## src/rtl/mem_access_unit.sv

```systemverilog
// Load/store unit between a datapath and a single-port word memory.
// Sub-word stores go through a read-modify-write of the containing word.
module mem_access_unit #(
  parameter int MEM_WORDS = 101
) (
  input  logic        clk,
  input  logic        reset,
  input  logic        reqValid,
  output logic        reqReady,
  input  logic        reqWrite,
  input  logic [1:0]  reqSize,
  input  logic        reqSigned,
  input  logic [31:0] reqAddr,
  input  logic [31:0] reqWData,
  output logic        respValid,
  input  logic        respReady,
  output logic [31:0] respRData,
  output logic        respErr,
  output logic [31:0] address,
  output logic [31:0] dataIn,
  output logic        memRead,
  output logic        memWrite,
  input  logic [31:0] dataOut
);

  localparam logic [31:0] MEM_LIMIT = 32'(MEM_WORDS);

  typedef enum logic [2:0] {IDLE, LOAD, STORE, RMW_RD, RMW_WR, RESP} state_t;

  state_t      state, state_next;
  logic        write_q;
  logic [1:0]  size_q;
  logic        signed_q;
  logic [31:0] addr_q;
  logic [31:0] wdata_q;
  logic [31:0] word_q;
  logic [31:0] rdata_q;
  logic        err_q;
  logic        accept;
  logic        req_err;

  function automatic logic [31:0] extract_load(input logic [31:0] word, input logic [1:0] size,
                                               input logic [1:0] lane, input logic sgn);
    logic signed [7:0]  b;
    logic signed [15:0] h;
    logic [31:0]        r;
    b = word[{lane, 3'b000} +: 8];
    h = lane[1] ? word[31:16] : word[15:0];
    case (size)
      2'b00:   r = sgn ? 32'(b) : {24'h0, b};
      2'b01:   r = sgn ? 32'(h) : {16'h0, h};
      default: r = word;
    endcase
    return r;
  endfunction

  function automatic logic [31:0] merge_store(input logic [31:0] word, input logic [1:0] size,
                                              input logic [1:0] lane, input logic [31:0] wdata);
    logic [31:0] r;
    r = word;
    if (size == 2'b00)
      r[{lane, 3'b000} +: 8] = wdata[7:0];
    else if (lane[1])
      r[31:16] = wdata[15:0];
    else
      r[15:0] = wdata[15:0];
    return r;
  endfunction

  always_comb begin
    req_err = 1'b0;
    case (reqSize)
      2'b01:   req_err = reqAddr[0];
      2'b10:   req_err = |reqAddr[1:0];
      2'b11:   req_err = 1'b1;
      default: req_err = 1'b0;
    endcase
    if ({2'b00, reqAddr[31:2]} >= MEM_LIMIT)
      req_err = 1'b1;
  end

  assign accept = reqValid & reqReady;

  always_comb begin
    state_next = state;
    case (state)
      IDLE: begin
        if (accept) begin
          if (req_err)               state_next = RESP;
          else if (!reqWrite)        state_next = LOAD;
          else if (reqSize == 2'b10) state_next = STORE;
          else                       state_next = RMW_RD;
        end
      end
      LOAD:    state_next = RESP;
      STORE:   state_next = RESP;
      RMW_RD:  state_next = RMW_WR;
      RMW_WR:  state_next = RESP;
      RESP:    if (respReady) state_next = IDLE;
      default: state_next = IDLE;
    endcase
  end

  // Strobes and handshakes are gated by reset so an abort takes effect in the same cycle
  always_comb begin
    reqReady  = (state == IDLE) && !reset;
    memRead   = ((state == LOAD) || (state == RMW_RD)) && !reset;
    memWrite  = ((state == STORE) || (state == RMW_WR)) && !reset;
    respValid = (state == RESP) && !reset;
    address   = (memRead || memWrite) ? {2'b00, addr_q[31:2]} : 32'h0;
    dataIn    = 32'h0;
    if (memWrite)
      dataIn = (state == STORE) ? wdata_q : merge_store(word_q, size_q, addr_q[1:0], wdata_q);
    respRData = respValid ? rdata_q : 32'h0;
    respErr   = respValid ? err_q : 1'b0;
  end

  always_ff @(posedge clk) begin
    if (reset) begin
      state    <= IDLE;
      write_q  <= 1'b0;
      size_q   <= 2'b00;
      signed_q <= 1'b0;
      addr_q   <= 32'h0;
      wdata_q  <= 32'h0;
      word_q   <= 32'h0;
      rdata_q  <= 32'h0;
      err_q    <= 1'b0;
    end else begin
      state <= state_next;
      if (accept) begin
        write_q  <= reqWrite;
        size_q   <= reqSize;
        signed_q <= reqSigned;
        addr_q   <= reqAddr;
        wdata_q  <= reqWData;
        err_q    <= req_err;
        rdata_q  <= 32'h0;
      end
      if (state == LOAD && !write_q)
        rdata_q <= extract_load(dataOut, size_q, addr_q[1:0], signed_q);
      if (state == RMW_RD)
        word_q <= dataOut;
    end
  end

endmodule

```

## config.mk

```make
export PLATFORM = sky130hd
export DESIGN_NAME = mem_access_unit
export DESIGN_NICKNAME = d
export VERILOG_FILES = /design/src/rtl/mem_access_unit.sv
export SDC_FILE = /design/constraint.sdc
export NUM_CORES = 1
export LEC_CHECK = 0
export ABC_CLOCK_PERIOD_IN_PS = 6210
export CELL_PAD_IN_SITES_DETAIL_PLACEMENT = 1
export CELL_PAD_IN_SITES_GLOBAL_PLACEMENT = 1
export CORE_MARGIN = 2
export CORE_UTILIZATION = 36
export DETAILED_ROUTE_END_ITERATION = 7
export GPL_TIMING_DRIVEN = 0
export PLACE_DENSITY_LB_ADDON = 0.1
export REMOVE_ABC_BUFFERS = 1
export SLEW_MARGIN = 20
export SYNTH_ARGS = -nofsm -noshare
export SYNTH_HDL_FRONTEND = slang
export SYNTH_SLANG_ARGS = --single-unit
```

## constraint.sdc

```tcl
create_clock -name clk -period 6.21 [get_ports clk]
set_input_delay 0.621 -clock clk [delete_from_list [all_inputs] [get_ports clk]]
set_output_delay 0.621 -clock clk [all_outputs]
set_load 0.02 [all_outputs]
```

# Yosys cells after proc, flatten, opt, wreduce, memory -nomap -nowiden
# Index checks and enable logic that the tools add are counted.
[totals]
ff_bits = 136
inputBits = 104
out_inout_bits = 101
word_cells = 65
[classes]
addsub = 1
n_lt_le_gt_ge = 1
eq_ne = 11
shifts = 3
muxes = 23
n_bitwise = 1
reduce_logical = 16
[ops]
columns = ["op", "n"]
rows = [
  ["$mux W32", 8],
  ["$pmux W32 S2", 1],
  ["$mux W16", 3],
  ["$bwmux W32", 1],
  ["$shift A8 B7 Y32 const A", 1],
  ["$shiftx A32 B6 Y8", 1],
  ["$shiftx A8 B7 Y32", 1],
  ["$ge A30 B7 Y1 const B", 1],
  ["$mux W30", 1],
  ["$pmux W3 S4", 1],
  ["$mux W3", 3],
  ["$neg A5 Y7", 1],
  ["$eq A3 B2 Y1 const B", 2],
  ["$eq A3 B3 Y1 const B", 2],
  ["$logic_and A1 B1 Y1", 5],
  ["$eq A2 B1 Y1 const B", 2],
  ["$eq A2 B2 Y1 const B", 2],
  ["$ne A2 B2 Y1 const B", 2],
  ["$eq A3 B1 Y1 const B", 1],
  ["$logic_not A3 Y1", 1],
  ["$logic_or A1 B1 Y1", 3],
  ["$mux W1", 3],
  ["$pmux W1 S3", 1],
  ["$reduce_or A3 Y1", 1],
  ["7 further kinds", 8],
]

# Logic depth before layout (Yosys ltp)
[depth]
ltp_word = 6
ltp_mapped = 9
mapped_depth_nobuf = 7

# Worst setup path before layout
# Ideal clock, no wire load.
[synth_path]
path_type = "register -> output"
start = "register addr_q[1]"
end = "output port dataIn[24]"
arrival_ns = 2.491
required_time_ns = 5.589
setup_slack_ns = 3.098
path_stages_with_launch = 8
path_buffers = 2
path_cell_list = "dfxtp_1 > buf_2 > buf_1 > inv_1 > ha_1 > nor3_1 > a21oi_1 > o31ai_1"
[synth_via]
elab_chain_cells = 6
elab_cells_between_ends = 8
cone_classes = "add/sub: 1; shift: 2; mux: 5"
[synth_lines]
columns = ["element", "line_no", "text"]
rows = [
  ["from (decl)", "34", "logic [31:0] addr_q;"],
  ["from (signal assigned)", "135", "addr_q <= reqAddr;"],
  ["$neg A5 Y7", "62", "r[{lane, 3'b000} +: 8] = wdata[7:0];"],
  ["$shiftx A8 B7 Y32 or $shift A8 B7 Y32 (tied branches)", "62", ""],
  ["$bwmux W32", "62", ""],
  ["$mux W32 *", "61", "if (size == 2'b00)"],
  ["$mux W32 *", "113", "dataIn = (state == STORE) ? wdata_q : merge_store(word_q, size_q, addr_q[1:0], wdata_q);"],
  ["$mux W32 *", "112", "if (memWrite)"],
  ["to (decl)", "20", "output logic [31:0] dataIn,"],
]
# Mark *: on every way between the ends. The rest lies on a longest branch, timed or not.

# Final worst setup path
[layout_path]
start = "register addr_q[1]"
end = "output port dataIn[30]"
# Same word-level chain as after synthesis.

==> out/results.ini <==
[logic_synthesis]
synth_xor_area_share_pct=0.130
yosys.area_share.adder_pct=0.932
seq_area_frac_synth_pct=40.5
syn_area_um2=6720
synth_compound_gate_area_share_pct=17.7
synth-seq-cells=136
yosys.area_share.simple_pct=34.0
synth_top_family_by_area=simple AND/OR/NAND/NOR gates
synthTopCellsByArea=dfxtp_1 41%, nand2_1 14%, nand3b_1 7.5%
synthFlopType=dfxtp_1
synth.distinct_cells=58
syn_inst=864
synthArstFlopShare_pct=0
avgSynthCellArea_um2=7.77
synth_warnings=0
synth_top_cell_by_area=dfxtp_1
synthMuxAreaShare_pct=1.64
synth_edf_count=0
synth_top_area_share_pct=40.5

[min_path]
min_from=word_q[11]$_SDFFE_PP0P_
min_delay_path_depth=2
hold_end=word_q[11]$_SDFFE_PP0P_
hp-class=flip-flop to flip-flop

[sta]
slew_headroom_pct=26.9
final-hold-violation-count=0
setup_viol=0
slew_viol_final=0
rsz0062_at_grt=no
setup_tns_ns=0
period_share_pct=72.1
fin_skew_ns=0.00872
tightest_slew_ns=1.09
timing.hold.ws_ns=0.452
post-route-min-period_ns=4.48
setup_slack_ns=1.73
fmax_mhz=223

[power_and_ir_drop]
vdd_drop_max_mv=0.207
p_per_area_nw_per_um2=243
leakage_uw=0.00350

[setup_path]
reg2regPathDepth=4
crit_arrival_ns=3.86
path_class=flip-flop to output port
cp_max_fo=18
endpoint_kind=output port
ff2ff_setup_slack_ns=3.77
crit_required_ns=5.59
rr_endpoint=rdata_q[30]$_SDFFE_PP0P_
r2r-start=state[0]$_SDFFE_PP0P_
cp-start-kind=flip-flop

[job]
drv_cap=0

[die]
core_area_um2=18100
die_area_um2=19800
initial_core_util_pct=37.0
ios=205
fp.dieH_um=141
die_w_um=141
rows=49

[status]
status=finished, final reports clean

[global_routing]
grt_pass1_vias=6891
gr-total-overflow=0
grt_max_degree=73
grt_usage_pct=23.9
grt_pass1_wl_um=37200
antenna_found_initial=0

[cts]
root_buffer=clkbuf_16
cts_tree=yes
cts-hold-fix-buffers=0
post_cts_buffers=0
cts_sinks=136
cts_buffers=17
clk_latency_ns=0.43
cts-resized-gates=0
htreeDepth=4
clk_pin_slew_worst_paths_ns=0.06
cts.path.max_buffers=2

[final_layout]
insertedDiodeCount=0
final_common_cell=nand2_1
drive_gt1_share_pct=6.08
nets=1133
area_growth_pct=40.6
final_cell_mix=244 x nand2_1, 201 x clkdlybuf4s50_1, 136 x dfxtp_1, 70 x a21oi_1, 67 x nand3b_1
n_fill_cell=2175

[placement]
dpl.hpwl_um=16700
dp_slack_ns=2.01
gp_congestion=0.791
port-buffer-count=202

[route]
firstDrtPassIters=5
vias_per_cell=5.29
num_vias=6700
drtIter0Drc=350
wl_um=23300
wl_per_cell_um=18.4
drc=0
postRouteAntennaNets=0

==> power breakdown <==
group          total (uW)  internal [uW]  leakage [uW]  switching, uW
clock network        1020            612      0.000275            404
registers             952            913       0.00110           38.3
logic                 329            152       0.00212            176
==> worst max-delay path, cell delays in order (launching register included) <==
cell and delay [ns]:
dfxtp_1 0.78, inv_1 0.29, ha_1 0.42, nor3_1 0.72, a21oi_1 0.17, o31ai_1 0.37, clkdlybuf4s50_1 0.68
==> how the worst max path moves through the flow <==
stage	start	end	slack (ns)	depth (start not counted)
5_1_grt	addr_q[1]$_SDFFE_PP0P_	dataIn[30]	1.49	6
3_3_place_gp	reset	respValid	-2.70	3
4_1_cts	addr_q[1]$_SDFFE_PP0P_	dataIn[31]	1.70	6
6_report	addr_q[1]$_SDFFE_PP0P_	dataIn[30]	1.73	6
3_5_place_dp	reset	address[3]	2.01	8
2_1_floorplan	reset	respErr	2.40	2
==> kinds of logic (layout without fill, tap and decap cells) <==
family          count (synthesis)  after routing
simple gates                  460            460
xor+xnor                        1              1
flops                         136            136
buf+inv                        70            242
fa+ha+maj                       5              5
compound gates                181            181
other cells                     1              2
mux                            10             10
==> metal layers <==
metal	vias to the layer above	wire length, um	track usage [%]
met5	-	0	0
met2	154	11600	41.9
met4	0	268	5.53
li1	3287	-	-
met3	21	1290	6.39
met1	3238	10100	29.4
==> cell usage after synthesis (4+ instances only) <==
cell      instances
clkbuf_1         42
a21oi_1          70
buf_6             6
nor4_1            6
a221o_1          12
o22a_1            5
buf_1             4
o21ai_0          36
nand2_1         245
o221ai_1          5
buf_2             9
a221oi_1          8
a32o_1            8
inv_1             4
a22oi_1          10
and2_1           34
nor2_1           39
ha_1              5
nand3b_1         67
nand2b_1         10
a221o_2           4
dfxtp_1         136
nor2b_1          31
o31ai_1          10
mux2_2            8
nor3_1            7
==> stage by stage <==
step	utilization, %	cells	total power, uW	area (um2)
floorplan	-	799	1110	6400
global placement	48.0	1230	1280	8710
detailed placement	48.8	1234	1300	8850
CTS	52.0	1266	2310	9430
global route	52.0	1266	2390	9440
finish	52.0	1266	2300	9440
==> layout make-up <==
class	count	area [um2]	area share, %
Multi-Input combinational cell	659	3720	39.4
Inverter	4	15.0	0.159
Timing Repair Buffer	206	2110	22.4
Tap cell	229	287	3.04
Clock buffer	21	460	4.88
Sequential cell	136	2720	28.8
Clock inverter	11	123	1.30
==> sequential cells by signal, indices dropped and copies added (netlist names) <==
register  count
write_q       1
err_q         1
signed_q      1
addr_q       32
wdata_q      32
size_q        2
word_q       32
rdata_q      32
state         3
Power figures use the tool's default switching activity.
